--- src/rtl/time_set_ctrl_pkg.sv ---
// Shared types, limits and wrap helpers for the time-setting controller.
package time_pkg;

  typedef enum logic [1:0] {
    ST_IDLE = 2'b00,
    ST_HRS  = 2'b01,
    ST_MIN  = 2'b10,
    ST_SEC  = 2'b11
  } state_t;

  localparam int unsigned HRS_W = 5;
  localparam int unsigned MS_W  = 6;

  localparam logic [HRS_W-1:0] HRS_MAX = 5'd23;
  localparam logic [MS_W-1:0]  MS_MAX  = 6'd59;

  function automatic logic [HRS_W-1:0] hrs_step(input logic [HRS_W-1:0] v, input logic up);
    if (up) return (v == HRS_MAX) ? '0 : v + 1'b1;
    return (v == '0) ? HRS_MAX : v - 1'b1;
  endfunction

  function automatic logic [MS_W-1:0] ms_step(input logic [MS_W-1:0] v, input logic up);
    if (up) return (v == MS_MAX) ? '0 : v + 1'b1;
    return (v == '0) ? MS_MAX : v - 1'b1;
  endfunction

endpackage

--- src/rtl/btn_repeat.sv ---
// Rising-edge detect plus hold-to-repeat counter for one edit button.
module btn_repeat #(
  parameter int unsigned REPEAT_DELAY = 500,
  parameter int unsigned REPEAT_RATE  = 100
) (
  input  logic clk_i,
  input  logic reset_i,
  input  logic btn_i,
  input  logic other_i,
  input  logic active_i,
  input  logic clear_i,
  output logic step_o
);

  localparam int unsigned CW = $clog2(REPEAT_DELAY + 1);
  localparam logic [CW-1:0] CNT_FIRE   = CW'(REPEAT_DELAY);
  localparam logic [CW-1:0] CNT_RELOAD = CW'(REPEAT_DELAY - REPEAT_RATE);

  logic          btn_q;
  logic [CW-1:0] cnt;
  logic [CW-1:0] cnt_d;
  logic [CW-1:0] cnt_inc;
  logic          rise;
  logic          solo;

  assign rise    = btn_i & ~btn_q;
  assign solo    = btn_i & ~other_i;
  assign cnt_inc = cnt + 1'b1;

  // After the first repeat fires, reloading at DELAY-RATE spaces later steps by RATE.
  always_comb begin
    step_o = 1'b0;
    cnt_d  = cnt;
    if (!active_i || clear_i || !solo) begin
      cnt_d = '0;
    end else if (rise) begin
      cnt_d  = '0;
      step_o = 1'b1;
    end else if (cnt_inc == CNT_FIRE) begin
      cnt_d  = CNT_RELOAD;
      step_o = 1'b1;
    end else begin
      cnt_d = cnt_inc;
    end
  end

  always_ff @(posedge clk_i) begin
    if (!reset_i) begin
      btn_q <= 1'b0;
      cnt   <= '0;
    end else begin
      btn_q <= btn_i;
      cnt   <= cnt_d;
    end
  end

endmodule

--- src/rtl/time_set_ctrl.sv ---
// Button-driven time-setting FSM: selects hrs/min/sec, edits with wrap, strobes load_o on commit.
module time_set_ctrl
  import time_pkg::*;
#(
  parameter int unsigned HRS_DEFAULT  = 17,
  parameter int unsigned MIN_DEFAULT  = 35,
  parameter int unsigned SEC_DEFAULT  = 42,
  parameter int unsigned REPEAT_DELAY = 500,
  parameter int unsigned REPEAT_RATE  = 100
) (
  input  logic             clk_i,
  input  logic             reset_i,
  input  logic             btn_mode_i,
  input  logic             btn_inc_i,
  input  logic             btn_dec_i,
  output logic [HRS_W-1:0] set_hrs,
  output logic [MS_W-1:0]  set_min,
  output logic [MS_W-1:0]  set_sec,
  output logic             load_o,
  output logic [1:0]       edit_field_o
);

  state_t state;
  logic   mode_q;
  logic   mode_rise;
  logic   active;
  logic   inc_step;
  logic   dec_step;

  assign mode_rise    = btn_mode_i & ~mode_q;
  assign active       = (state != ST_IDLE);
  assign edit_field_o = state;

  btn_repeat #(
    .REPEAT_DELAY(REPEAT_DELAY),
    .REPEAT_RATE (REPEAT_RATE)
  ) u_inc (
    .clk_i   (clk_i),
    .reset_i (reset_i),
    .btn_i   (btn_inc_i),
    .other_i (btn_dec_i),
    .active_i(active),
    .clear_i (mode_rise),
    .step_o  (inc_step)
  );

  btn_repeat #(
    .REPEAT_DELAY(REPEAT_DELAY),
    .REPEAT_RATE (REPEAT_RATE)
  ) u_dec (
    .clk_i   (clk_i),
    .reset_i (reset_i),
    .btn_i   (btn_dec_i),
    .other_i (btn_inc_i),
    .active_i(active),
    .clear_i (mode_rise),
    .step_o  (dec_step)
  );

  // inc_step and dec_step are mutually exclusive: each requires the other button released.
  always_ff @(posedge clk_i) begin
    if (!reset_i) begin
      state   <= ST_IDLE;
      mode_q  <= 1'b0;
      load_o  <= 1'b0;
      set_hrs <= HRS_W'(HRS_DEFAULT);
      set_min <= MS_W'(MIN_DEFAULT);
      set_sec <= MS_W'(SEC_DEFAULT);
    end else begin
      mode_q <= btn_mode_i;
      load_o <= 1'b0;
      if (mode_rise) begin
        case (state)
          ST_IDLE: state <= ST_HRS;
          ST_HRS:  state <= ST_MIN;
          ST_MIN:  state <= ST_SEC;
          default: begin
            state  <= ST_IDLE;
            load_o <= 1'b1;
          end
        endcase
      end else if (inc_step || dec_step) begin
        case (state)
          ST_HRS:  set_hrs <= hrs_step(set_hrs, inc_step);
          ST_MIN:  set_min <= ms_step(set_min, inc_step);
          ST_SEC:  set_sec <= ms_step(set_sec, inc_step);
          default: ;
        endcase
      end
    end
  end

endmodule

--- config.mk ---
export PLATFORM = sky130hd
export DESIGN_NAME = time_set_ctrl
export DESIGN_NICKNAME = d
export VERILOG_FILES = /design/src/rtl/time_set_ctrl_pkg.sv /design/src/rtl/btn_repeat.sv /design/src/rtl/time_set_ctrl.sv
export SDC_FILE = /design/constraint.sdc
export NUM_CORES = 1
export LEC_CHECK = 0
export ABC_CLOCK_PERIOD_IN_PS = 2400
export CAP_MARGIN = 10
export CORE_ASPECT_RATIO = 0.6
export CORE_UTILIZATION = 50
export CTS_CLUSTER_DIAMETER = 60
export DETAILED_ROUTE_END_ITERATION = 12
export HOLD_SLACK_MARGIN = 0.1
export PLACE_DENSITY = 0.72
export SLEW_MARGIN = 20
export SYNTH_ARGS = -nofsm -noshare
export SYNTH_HDL_FRONTEND = slang
export SYNTH_SLANG_ARGS = --single-unit
export TNS_END_PERCENT = 20
--- constraint.sdc ---
create_clock -name clk_i -period 2.4 [get_ports clk_i]
set_input_delay 0.24 -clock clk_i [delete_from_list [all_inputs] [get_ports clk_i]]
set_output_delay 0.24 -clock clk_i [all_outputs]
set_load 0.005 [all_outputs]
==> reports/metrics.yaml, run 1 <==
antenna_found_initial: 0
die_area_sq_um: 5499
grt_first_pass_wirelength_mm: 10.28
finalCritPeriodShare_pct: 92.62
crit_required_ps: 2590
initial_utilization_pct: 54.39
path_clk_slew_ps: 80
crit_chain: "ha_1 > nand4_2 > o41ai_4 > nand2_2 > buf_4 > nand2_1 > a31oi_1 > a311o_1"
dpl.hpwl_mm: 4.413
cp-start-kind: "flop"
cts_buffer_depth: 2
syn_nets: 347
drive_above_1_share_pct: 8.732
synth_edf_count: 0
rsz0062_at_grt: "false"
vias_per_cell: 5.911
fin_nets: 375
synthArstFlopShare_pct: 0
slowest_stage: "dfxtp_1"
final_common_cell: "dfxtp_1"
grt_pass1_vias: 2109
layout_common_cells: "41 x dfxtp_1, 40 x nor2_1, 24 x nand2_1, 24 x clkdlybuf4s50_1, 21 x nand3_1"
relSlewSlack_pct: 50.03
worst_setup_path_end_kind: "flop"
wl_mm: 6.037
min_period_ps: 2223
ys_seq_area_share_pct: 31.58
grt_max_degree: 16
cts_tree: "yes"
core_area_sq_um: 4778
drt_pass1_iterations: 4
synth_flop_cell: "dfxtp_1"
synth_area_per_cell_sq_um: 7.972
portBuffers: 24
cts_setup_buffers: 0
max-vdd-ir-drop_mv: 0.3175
leakage_nw: 1.143
path_class: "flop to flop"
postPlaceCellArea_sq_um: 2947
synthCells: 326
critPathLaunch: "u_inc.cnt[0]"
clock-sinks: 41
hp-class: "flop to flop"
finClkSkew_ps: 2.502
clk_latency_ps: 290
worst_slew_pin_slew_ps: 742.7
setup_violations: 0
power.density_nw_per_um2: 449.8
die_h_microns: 57.85
maxCapViolations: 0
critPathMaxStageDelay_ps: 370
routabilityCongestion: 0.9006
drcViolationCount: 0
numCtsBuffers: 5
vias: 2471
maxSlewViolCount: 0
cts_root_buf: "clkbuf_8"
diodes: 0
wl_per_cell_microns: 14.44
num_rows: 19
r2r_start: "u_inc.cnt[0]"
final-hold-violation-count: 0
crit_fanout: 12
design_area_sq_um: 3065
grt_remaining_overflow: 0
ios: 25
hp-start: "u_inc.cnt[0]"
die_w_microns: 95.07
yosysTopAreaCell: "dfxtp_1"
synth.top_cell.area_share_pct: 31.58
synth.cell_area_sq_um: 2599
status: "complete, no violations"
ys_types: 61
yosys_warnings: 0
ys_seq_elements: 41
grt_usage_pct: 23.98
first_iter_violations: 180
antenna_left: 0
area_growth_pct: 17.96
crit_arrival_ps: 2410
max_freq_mhz: 449.9
finalSetupTns_ps: 0
h-tree-depth: 2
synth.area.top_cells: "dfxtp_1 32%, ha_1 7.7%, nor2_1 5.8%"
## cell usage after synthesis, drive strengths merged, types with 2 or more instances
library cell,n
nor3,11
a21boi,3
buf,3
nand4,8
o22ai,2
ha,16
o21ai,16
nand4b,2
xor2,8
and2,6
nor2b,3
a31oi,5
nor2,40
a21o,2
dfxtp,41
nand2b,5
a311oi,4
nand2,25
or3,7
xnor2,9
nand3,22
a21oi,16
and3,2
o2111a,2
clkbuf,14
o21a,2
o211ai,10
a311o,2
inv,14
nor4,4
## through the flow
stage | hold slack [ps] | power [mW] | cells | setup WS [ps] | utilization, %
4_1_cts | 479.2 | 1.386 | 418 | 179.7 | 64.00
3_5_place_dp | 469.8 | 0.8274 | 410 | 158.6 | 61.67
2_1_floorplan | 361.7 | 0.7789 | 326 | 349.7 | -
5_1_grt | 497.8 | 1.426 | 418 | 32.22 | 64.15
6_report | 471.3 | 1.379 | 418 | 177.2 | 64.15
3_3_place_gp | 430.5 | 0.8250 | 410 | 194.1 | 61.67
## where the power goes
group | leakage, nW | switching (mW) | internal, mW
sequential | 0.332 | 0.00418 | 0.688
clock | 0.0554 | 0.253 | 0.313
combinational | 0.756 | 0.0682 | 0.0537
## logic make-up after synthesis
logic type | Yosys count | share of synthesized area [%]
AO/OA/AOI/OAI | 77 | 21.09
XOR/XNOR | 17 | 5.730
adder cells (fa/ha/maj) | 16 | 7.703
buffers and inverters | 31 | 4.959
flip-flops | 41 | 31.58
multiplexers | 2 | 0.8185
AND/OR/NAND/NOR | 142 | 28.12
## sequential cells by signal, indices dropped and copies added (netlist names)
register      flops
u_dec.cnt         9
u_inc.cnt         9
set_min           6
set_sec           6
set_hrs           5
edit_field_o      2
load_o            1
mode_q            1
u_dec.btn_q       1
u_inc.btn_q       1
## metal layers
layer | vias to the layer above | wire length [microns] | GRT usage, %
met3 | 4 | 404 | 4.856
met2 | 88 | 2361 | 32.04
met5 | - | 0 | 0
met4 | 0 | 40 | 4.545
li1 | 1231 | - | -
met1 | 1148 | 3231 | 38.81
## final timing paths
| path | to | slack, ps | depth (start not counted) |
|---|---|---|---|
| max | set_min[0] | 180 | 8 |
| min reg2reg | u_inc.cnt[0] | 470 | 1 |
| min | u_inc.cnt[0] | 470 | 1 |
| max reg2reg | set_min[0] | 180 | 8 |
## worst max-delay path, delay by kind of cell (launching register included)
| kind | cells | cell delay, ps |
|---|---|---|
| compound gates | 3 | 790 |
| simple gates | 3 | 480 |
| flops | 1 | 370 |
| fa+ha+maj | 1 | 250 |
| buf+inv | 1 | 230 |
## what timing repair did
action / in CTS / in global routing
resized for setup: 0 / 1
hold buffers: 0 / 0
endpoints found under the setup margin: 0 / 1
## area by class of cell
class,instances,area [sq um]
well taps,63,78.83
repair buffers,38,345.3
inverters,14,52.55
fillers,393,1713
clock inverters,2,38.79
clock buffers,6,72.57
flip-flops and latches,41,820.8
multi-input cells,254,1657
No activity file was read; power rests on OpenSTA's default activity.
==> run 2: changes to the inputs <==
ABC_CLOCK_PERIOD_IN_PS = unset   (was 2400)
==> results of run 2 <==
The final DEF is identical to that of run 1; final timing and power are the same.
==> run 3: changes to the inputs <==
clock period = 2.22 ns   (was 2.4 ns; I/O delays follow)
==> run 3 against run 2 <==
  * Cell area grew 1.4%
  * First-iteration DRC count shrank 39%
  * Maximum frequency up 5.9%
==> reports/metrics.yaml, run 3 (synthesis results as in run 1) <==
status: "complete, no violations"
path_class: "flop to flop"
grt_first_pass_wirelength_mm: 10.18
cts_root_buf: "clkbuf_8"
rsz0062_at_grt: "true"
initial_utilization_pct: 54.39
clock-sinks: 41
power.density_nw_per_um2: 448.7
vias_per_cell: 5.772
antenna_found_initial: 0
fill_cells: 415
pre_cts_slack_ps: 52.36
busiest_layer: "met1"
cp-start-kind: "flop"
grt_pass1_vias: 2145
diodes: 0
slowest_stage: "dfxtp_1"
power.total_mw: 1.395
worst_setup_path_end_kind: "flop"
worst_slew_pin_slew_ps: 565.6
regArea_sq_um: 820.8
grt_usage_pct: 23.49
postPlaceCellArea_sq_um: 2999
first_iter_violations: 110
h-tree-depth: 2
layout_common_cells: "41 x dfxtp_1, 40 x nor2_1, 24 x nand2_1, 24 x clkdlybuf4s50_1"
cts_setup_buffers: 0
design_area_sq_um: 3109
wl_mm: 6.040
final-hold-violation-count: 0
drcViolationCount: 0
die_w_microns: 95.07
maxSlewViolCount: 0
cts_tree: "yes"
grt_remaining_overflow: 0
maxCapViolations: 0
dpl.hpwl_mm: 4.349
final_common_cell: "dfxtp_1"
ios: 25
area_growth_pct: 19.64
multiInputGateArea_sq_um: 1669
place_inst: 417
largest_registers: "u_dec.cnt x9, u_inc.cnt x9"
drt_pass1_iterations: 4
setup_ws_ps: 121.4
max-vdd-ir-drop_mv: 0.4624
path_clk_slew_ps: 90
final_cells: 425
wl_per_cell_microns: 14.21
use_met3_pct: 5.249
crit_arrival_ps: 2300
portBuffers: 24
numCtsBuffers: 5
crit_fanout: 11
crit_chain: "ha_1 > xnor2_2 > nor3_2 > a21boi_2 > o21ai_2 > buf_4 > and2_1 > a311oi_1"
setup_violations: 0
routabilityCongestion: 0.8566
relSlewSlack_pct: 61.98
grtUsageMet1_pct: 35.61
min_period_ps: 2099
fin_nets: 382
grtUsageMet2_pct: 34.08
die_area_sq_um: 5499
grt_max_degree: 16
core_area_sq_um: 4778
clk_latency_ps: 300
crit_required_ps: 2430
max_freq_mhz: 476.5
antenna_left: 0
hp-class: "flop to flop"
leakage_nw: 1.176
vias: 2453
utilization_pct: 65.07
num_rows: 19
cts_buffer_depth: 2
drive_above_1_share_pct: 11.60
critPathMaxStageDelay_ps: 370
die_h_microns: 57.85
finClkSkew_ps: 2.736
r2r_setup_slack_ps: 120
finalCritPeriodShare_pct: 94.53
## run 3: critical path: cells and delay by family, from the launching register on
kind                       cells  cell delay, ps
buffers and inverters          1             180
AOI/OAI and AO/OA              3             680
xor gates and xnor gates       1             220
and+or+nand+nor                2             280
adders and majority gates      1             270
DFF                            1             370
## run 3: through the flow
| step | hold WS, ps | setup TNS (ps) |
|---|---|---|
| 5_1_grt | 474.1 | -103.9 |
| 2_1_floorplan | 343.7 | 0 |
| 3_3_place_gp | 430.7 | 0 |
| 3_5_place_dp | 437.4 | 0 |
| 6_report | 454.4 | 0 |
| 4_1_cts | 456.5 | 0 |
## run 3: what timing repair did
action                                  in CTS  in global routing
endpoints found under the setup margin       0                  9
gates resized for setup                      0                  4
hold buffers                                 0                  0
## run 3: final cells by class
| class | instances | share of cell area, % |
|---|---|---|
| clock buffer | 5 | 2.213 |
| clock inverter | 3 | 0.6841 |
| inverter | 14 | 1.690 |
| multi-input combinational | 254 | 53.68 |
| sequential | 41 | 26.40 |
| tap | 63 | 2.535 |
| timing repair buffer | 45 | 12.80 |
## run 3: final timing paths
| kind | startpoint | to | cells past startpoint |
|---|---|---|---|
| setup reg to reg | u_dec.cnt[0] | set_sec[0] | 8 |
| setup / recovery | u_dec.cnt[0] | set_sec[0] | 8 |
| hold / removal | u_inc.cnt[0] | u_inc.cnt[0] | 1 |
| hold reg to reg | u_inc.cnt[0] | u_inc.cnt[0] | 1 |
## run 3: layer usage
metal	share of wire [%]	wire length, microns
met1	52	3116
met2	43	2589
met3	5.3	318
met4	0.25	15
met5	0	0
## run 3: power breakdown
part | switching (mW) | total (mW) | internal [mW]
logic | 0.0698 | 0.129 | 0.0594
registers | 0.00872 | 0.752 | 0.743
clock network | 0.290 | 0.514 | 0.224
total | 0.369 | 1.40 | 1.03
